### config.mk
export PLATFORM = sky130hd
export DESIGN_NAME = fc_layer_sequencer
export DESIGN_NICKNAME = d
export VERILOG_FILES = /design/src/rtl/fc_layer_sequencer.sv
export SDC_FILE = /design/constraint.sdc
export NUM_CORES = 2
export LEC_CHECK = 0
export ABC_AREA = 0
export CAP_MARGIN = 20
export CORE_MARGIN = 5
export CORE_UTILIZATION = 68
export DETAILED_ROUTE_END_ITERATION = 6
export PLACE_DENSITY = 0.84
export SYNTH_ARGS = -nofsm -noshare
export SYNTH_HDL_FRONTEND = slang
export SYNTH_SLANG_ARGS = --single-unit
### constraint.sdc
create_clock -name clk -period 14.8 [get_ports clk]
set_input_delay 4.44 -clock clk [delete_from_list [all_inputs] [get_ports clk]]
set_output_delay 4.44 -clock clk [all_outputs]
set_load 0.02 [all_outputs]
### src/rtl/fc_layer_sequencer.sv
// fc_layer_sequencer: 10x10 fully connected layer on one signed MAC.
// Loads features, streams weights from a sync memory, emits rescaled rows.
module fc_layer_sequencer #(
  parameter int bitwidth   = 32,
  parameter int frac_shift = 14,
  parameter int n_len      = 10
) (
  input  logic                clk,
  input  logic                rst_n,
  input  logic                start,
  output logic                busy,
  input  logic                in_valid,
  output logic                in_ready,
  input  logic [bitwidth-1:0] in_data,
  output logic                weight_en,
  output logic [6:0]          weight_addr,
  input  logic [bitwidth-1:0] weight_rdata,
  output logic                out_valid,
  input  logic                out_ready,
  output logic [bitwidth-1:0] out_data,
  output logic [3:0]          out_index,
  output logic                done
);

  localparam int         aw    = 2 * bitwidth;
  localparam logic [6:0] n_mac = 7'(n_len * n_len);
  localparam logic [3:0] last  = 4'(n_len - 1);

  localparam logic [2:0] s_idle = 3'd0;
  localparam logic [2:0] s_load = 3'd1;
  localparam logic [2:0] s_comp = 3'd2;
  localparam logic [2:0] s_out  = 3'd3;
  localparam logic [2:0] s_done = 3'd4;

  logic [2:0]          state;
  logic [3:0]          k;
  logic [3:0]          i;
  logic [3:0]          j;
  logic [3:0]          i_d;
  logic [3:0]          j_d;
  logic [6:0]          c;
  logic                vld_d;
  logic [bitwidth-1:0] fm  [n_len];
  logic [bitwidth-1:0] res [n_len];
  logic [aw-1:0]       acc;
  logic [aw-1:0]       acc_nxt;
  logic signed [aw-1:0] fa;
  logic signed [aw-1:0] wa;
  logic signed [aw-1:0] prod;

  logic st_idle;
  logic st_load;
  logic st_comp;
  logic st_out;
  logic st_done;

  assign st_idle = (state == s_idle);
  assign st_load = (state == s_load);
  assign st_comp = (state == s_comp);
  assign st_out  = (state == s_out);
  assign st_done = (state == s_done);

  assign busy        = !st_idle;
  assign in_ready    = st_load;
  assign weight_en   = st_comp && (c != n_mac);
  assign weight_addr = weight_en ? c : '0;
  assign out_valid   = st_out;
  assign out_data    = st_out ? res[k] : '0;
  assign out_index   = st_out ? k : '0;
  assign done        = st_done;

  // Weight word lands one cycle after issue; i_d/j_d track that term.
  always_comb begin
    fa      = {{bitwidth{fm[i_d][bitwidth-1]}}, fm[i_d]};
    wa      = {{bitwidth{weight_rdata[bitwidth-1]}}, weight_rdata};
    prod    = fa * wa;
    acc_nxt = ((i_d == '0) ? '0 : acc) + prod;
  end

  always_ff @(posedge clk or negedge rst_n) begin
    if (!rst_n) begin
      state <= s_idle;
      k     <= '0;
      i     <= '0;
      j     <= '0;
      i_d   <= '0;
      j_d   <= '0;
      c     <= '0;
      vld_d <= 1'b0;
      acc   <= '0;
      for (int n = 0; n < n_len; n++) begin
        fm[n]  <= '0;
        res[n] <= '0;
      end
    end else begin
      vld_d <= 1'b0;
      unique case (1'b1)
        st_idle: begin
          if (start) begin
            state <= s_load;
            k     <= '0;
          end
        end
        st_load: begin
          if (in_valid) begin
            fm[k] <= in_data;
            if (k == last) begin
              k     <= '0;
              c     <= '0;
              i     <= '0;
              j     <= '0;
              state <= s_comp;
            end else begin
              k <= k + 4'd1;
            end
          end
        end
        st_comp: begin
          if (c != n_mac) begin
            vld_d <= 1'b1;
            i_d   <= i;
            j_d   <= j;
            c     <= c + 7'd1;
            if (i == last) begin
              i <= '0;
              j <= j + 4'd1;
            end else begin
              i <= i + 4'd1;
            end
          end else begin
            state <= s_out;
          end
        end
        st_out: begin
          if (out_ready) begin
            if (k == last) begin
              k     <= '0;
              state <= s_done;
            end else begin
              k <= k + 4'd1;
            end
          end
        end
        st_done: state <= s_idle;
        default: state <= s_idle;
      endcase
      if (vld_d) begin
        acc <= acc_nxt;
        if (i_d == last)
          res[j_d] <= acc_nxt[frac_shift+bitwidth-1 -: bitwidth];
      end
    end
  end

endmodule

* Word-level counts from Yosys, hierarchy flattened *
Index checks and enable logic that the tools add are counted.

storage, ports and cells
  register bits after elaboration = 735
  input port bits = 69
  output and inout port bits = 48
  logic and storage cells = 116

cells by class
  add/sub/neg operators = 5
  multiply operators = 1
  $lt $le $gt $ge = 5
  eq/ne operators = 16
  multiplexer cells = 42
  bitwise operators = 3
  reductions and logical operators = 15

operators with widths
  kind                 count
  $bwmux 320           2
  $bmux 32 s4          2
  $demux 32 s4         2
  $mux 32              7
  $add 64x64->64       1
  $mul 32x32->64       1
  $mux 64              1
  $mux 4               11
  $mux 7               4
  $mux 3               6
  $pmux 4 s2           2
  $ge 5x5->1 const B   3
  $not 4->5            3
  $pmux 7 s2           1
  $add 4x1->4 const B  3
  $eq 4x4->1 const B   3
  $pmux 3 s4           1
  $pmux 4 s3           1
  $lt 5x1->1 const B   2
  $ne 2x1->1 const B   4
  $ne 2x2->1 const B   4
  $reduce_and 4->1     2
  $add 7x1->7 const B  1
  $ne 7x7->1 const B   1
  other kinds (13)     19

* Longest topological paths before layout *
  depth in word-level cells = 7
  mapped depth = 38
  depth with buffers taken out = 29

* Worst setup path before layout *
OpenSTA, ideal clock, no wires.

  path type = input to register
  start point = in weight_rdata[0]
  end point = reg res[124] (netlist bit)
  arrival time = 11.310 ns
  required time = 14.666 ns
  path slack = 3.356 ns
  cell stages on the path = 24
  path through = clkbuf_1 -> and2_1 -> fa_1 -> fa_1 -> fa_1 -> inv_1 -> fa_1 -> inv_1 -> fa_1 -> fa_1 -> fa_1 -> fa_1 -> ha_1 -> clkbuf_1 -> a21o_1 -> a21oi_1 -> o21bai_1 -> a21o_1 -> a21oi_1 -> o21a_1 -> o211ai_1 -> a311oi_1 -> clkbuf_1 -> o21ai_0

on the way
  word-level cells in the longest chain between the ends = 3

ends and longest elaborated chain
  item                            line  RTL
  start: declaration              17    input logic [bitwidth-1:0] weight_rdata,
  $mul 32x32->64                  76    prod = fa * wa;
  $add 64x64->64                  77    acc_nxt = ((i_d == '0) ? '0 : acc) + prod;
  $bwmux 320                      150   res[j_d] <= acc_nxt[frac_shift+bitwidth-1 -: bitwidth];
  end signal: indexed assignment  150
  end: declaration                44    logic [bitwidth-1:0] res [n_len];

Every way passes these cells.
A chain may end at the register's enable or synchronous reset.

* Final worst setup path *
  start point = in weight_rdata[1]
  end point = reg res[31] (netlist bit)

The elaborated chain is that of the path after synthesis.

==> impl_metrics.yaml <==
run_status:
  status: "complete, no violations"
cts:
  ctsHoldBuffers: 0
  cts_root_buffer: "clkbuf_16"
  clkTransAtPathRegs_ns: 0.06
  clockBufferDepth: 3
  clkLatencyLatePin_ns: 0.63
  cts_made_buffers: 73
  cts_tree: "built"
  cts_sinks: 717
  cts_setup_buffers: 0
  cts_max_level: 3
  cts.repair.resized: 0
sta:
  tns_ns: 0
  rsz0062_at_grt: "no"
  fin_crit_ns: 12.98
  clock_skew_ns: 0.0273
  hold_viol: 0
  timing.final.crit_share: 0.877
  relSlewSlack: 0.220
  tightest_slew_ns: 1.17
  finalSetupViolCount: 0
  drv_slew: 0
  fmax_ghz: 0.0770
hold_path:
  hp-class: "flip-flop to flip-flop"
synthesis:
  syn_inst: 6073
  synth-main-ff-cell: "dfrtp_1"
  synth_mux_area_frac: 0.127
  async_reset_ff_frac: 1.00
  yosysMostFrequentCell: "nand2_1"
  synth_common_cells: "nand2_1, inv_1, fa_1"
  synth-xor-area-share: 0.0130
  ys_seq_area_frac: 0.286
  synth_edf_count: 0
  synthAdderAreaFrac: 0.309
  yosysWarnings: 0
  synth.top_cell.area_share: 0.286
  synth.distinct_cells: 76
  syn_nets: 7180
  synthSimpleGateAreaFrac: 0.133
  syn_avg_cell_area_um2: 10.3
  synth.largest_area_cell: "dfrtp_1"
  syn_area_um2: 62800
  synth_top_family_by_area: "adder cells"
  synth_seq_cells: 717
  synth_area_leaders: "dfrtp_1, fa_1, mux2_2, nand2_1, inv_1"
  synth_compound_area_frac: 0.0483
die:
  io_pins: 117
  design.core.area_um2: 91700
  die_x_um: 314
  start_util: 0.685
  die_y_um: 314
  row_count: 111
  die_area_um2: 98600
place:
  io_buffers: 116
  gp_congestion: 0.931
  dp.final_hpwl_um: 114000
routing:
  first_pass_iters: 7
  vias: 44745
  post_drt_wl_per_cell_um: 22.8
  viasPerCell: 6.22
  drtAntennaViolNets: 0
  drt_iter0_markers: 4340
  finalWirelength_um: 164000
  drc: 0
global_route:
  grt_pass1_wl_um: 265000
  grt_max_degree: 197
  grtUsageTotal: 0.341
  overflow: 0
  grt_pass1_vias: 49139
  antenna_found_initial: 7
setup_path:
  path_common_cell: "fa_1"
  crit_path_start_kind: "input pin"
  cp.arrival_ns: 13.53
  cp-end-kind: "flip-flop"
  cp_slowest_stage_delay_ns: 0.84
  worst-path-max-fanout: 20
  slowest_stage: "clkdlybuf4s50_1"
  critPathBufInv: 7
  worstPathRequired_ns: 15.35
  path_class: "input pin to flip-flop"
  cp_top_family: "adder cells"
final_layout:
  multi_input_area_um2: 39800
  fillers: 5846
  syn_to_final_growth_pct: 7.51
  nNetsFinal: 7060
  regArea_um2: 18000
  drive_gt1_frac: 0.134
job:
  max_cap_violations: 0
==> layer usage <==
| layer | GRT usage | vias up | part of all wire |
|---|---|---|---|
| met3 | 0.0588 | 622 | 0.086 |
| li1 | - | 18724 | - |
| met2 | 0.567 | 2395 | 0.50 |
| met4 | 0.183 | 0 | 0.059 |
| met5 | 0 | - | 0 |
| met1 | 0.434 | 23004 | 0.36 |
==> sequential cells by signal, summed over array words and instances (netlist names), 7 cells and up <==
name,cells
acc,46
fm,320
c,7
res,320
==> worst register-to-register path, delay by kind of cell (launching register included) <==
family | cells | cell delay, ns
AOI/OAI and AO/OA | 6 | 2.22
xor gates and xnor gates | 1 | 0.75
adders and majority gates | 9 | 4.32
buffers and inverters | 6 | 0.97
DFF | 1 | 0.99
muxes | 2 | 0.65
and+or+nand+nor | 3 | 1.00
==> kinds of logic (layout without fill, tap and decap cells) <==
kind of cell | count (synthesis) | after routing
AOI/OAI and AO/OA | 485 | 485
xor gates and xnor gates | 82 | 82
adders and majority gates | 1038 | 1038
buffers and inverters | 1393 | 1325
DFF | 717 | 717
muxes | 577 | 577
other | 0 | 8
and+or+nand+nor | 1781 | 1781
==> per-stage QoR <==
stage | instances | utilization | area (um^2) | worst slack, ns | hold WS [ns]
after floorplan | 6073 | - | 62800 | 3.36 | 0.440
after global placement | 7039 | 0.706 | 64700 | 1.59 | 0.452
after detailed placement | 7040 | 0.706 | 64700 | 1.43 | 0.461
after CTS | 7167 | 0.732 | 67100 | 2.00 | 0.475
after global routing | 7197 | 0.737 | 67500 | 1.57 | 0.494
final | 7199 | 0.737 | 67500 | 1.82 | 0.474
==> worst paths after layout <==
check / start / end / slack (ns) / cells past startpoint
min reg2reg: res[74] / res[74] / 0.47 / 2
max: weight_rdata[1] / res[31] / 1.82 / 25
min in group asynchronous: rst_n / res[269] / 3.90 / 1
max in group asynchronous: rst_n / fm[154] / 8.80 / 4
max reg2reg: i_d[0] / res[31] / 3.81 / 27
min: res[74] / res[74] / 0.47 / 2
==> layout by cell type, fill, tap and decap left out, types with 43 or more instances in the layout <==
| cell type | instances |
|---|---|
| nor2_1 | 104 |
| o21ai_0 | 213 |
| mux2_2 | 390 |
| fa_1 | 853 |
| buf_4 | 88 |
| xnor2_1 | 43 |
| dfrtp_1 | 711 |
| inv_1 | 968 |
| clkdlybuf4s50_1 | 115 |
| a21oi_1 | 58 |
| mux4_2 | 117 |
| nand2_1 | 982 |
| mux2i_1 | 49 |
| ha_1 | 185 |
| and2_1 | 474 |
| clkbuf_16 | 73 |
| and3_1 | 59 |
| o31ai_1 | 47 |
==> final cells by class <==
type / count / area share
diodes: 8 / 0.000296
inverters: 971 / 0.0540
flip-flops and latches: 717 / 0.266
clock buffers: 106 / 0.0314
well taps: 1186 / 0.0220
clock inverters: 21 / 0.00406
repair buffers: 227 / 0.0338
multi-input cells: 3963 / 0.589
Power is not shown: default switching activity piles up to over one toggle a cycle in this logic, so the estimate is an artifact.
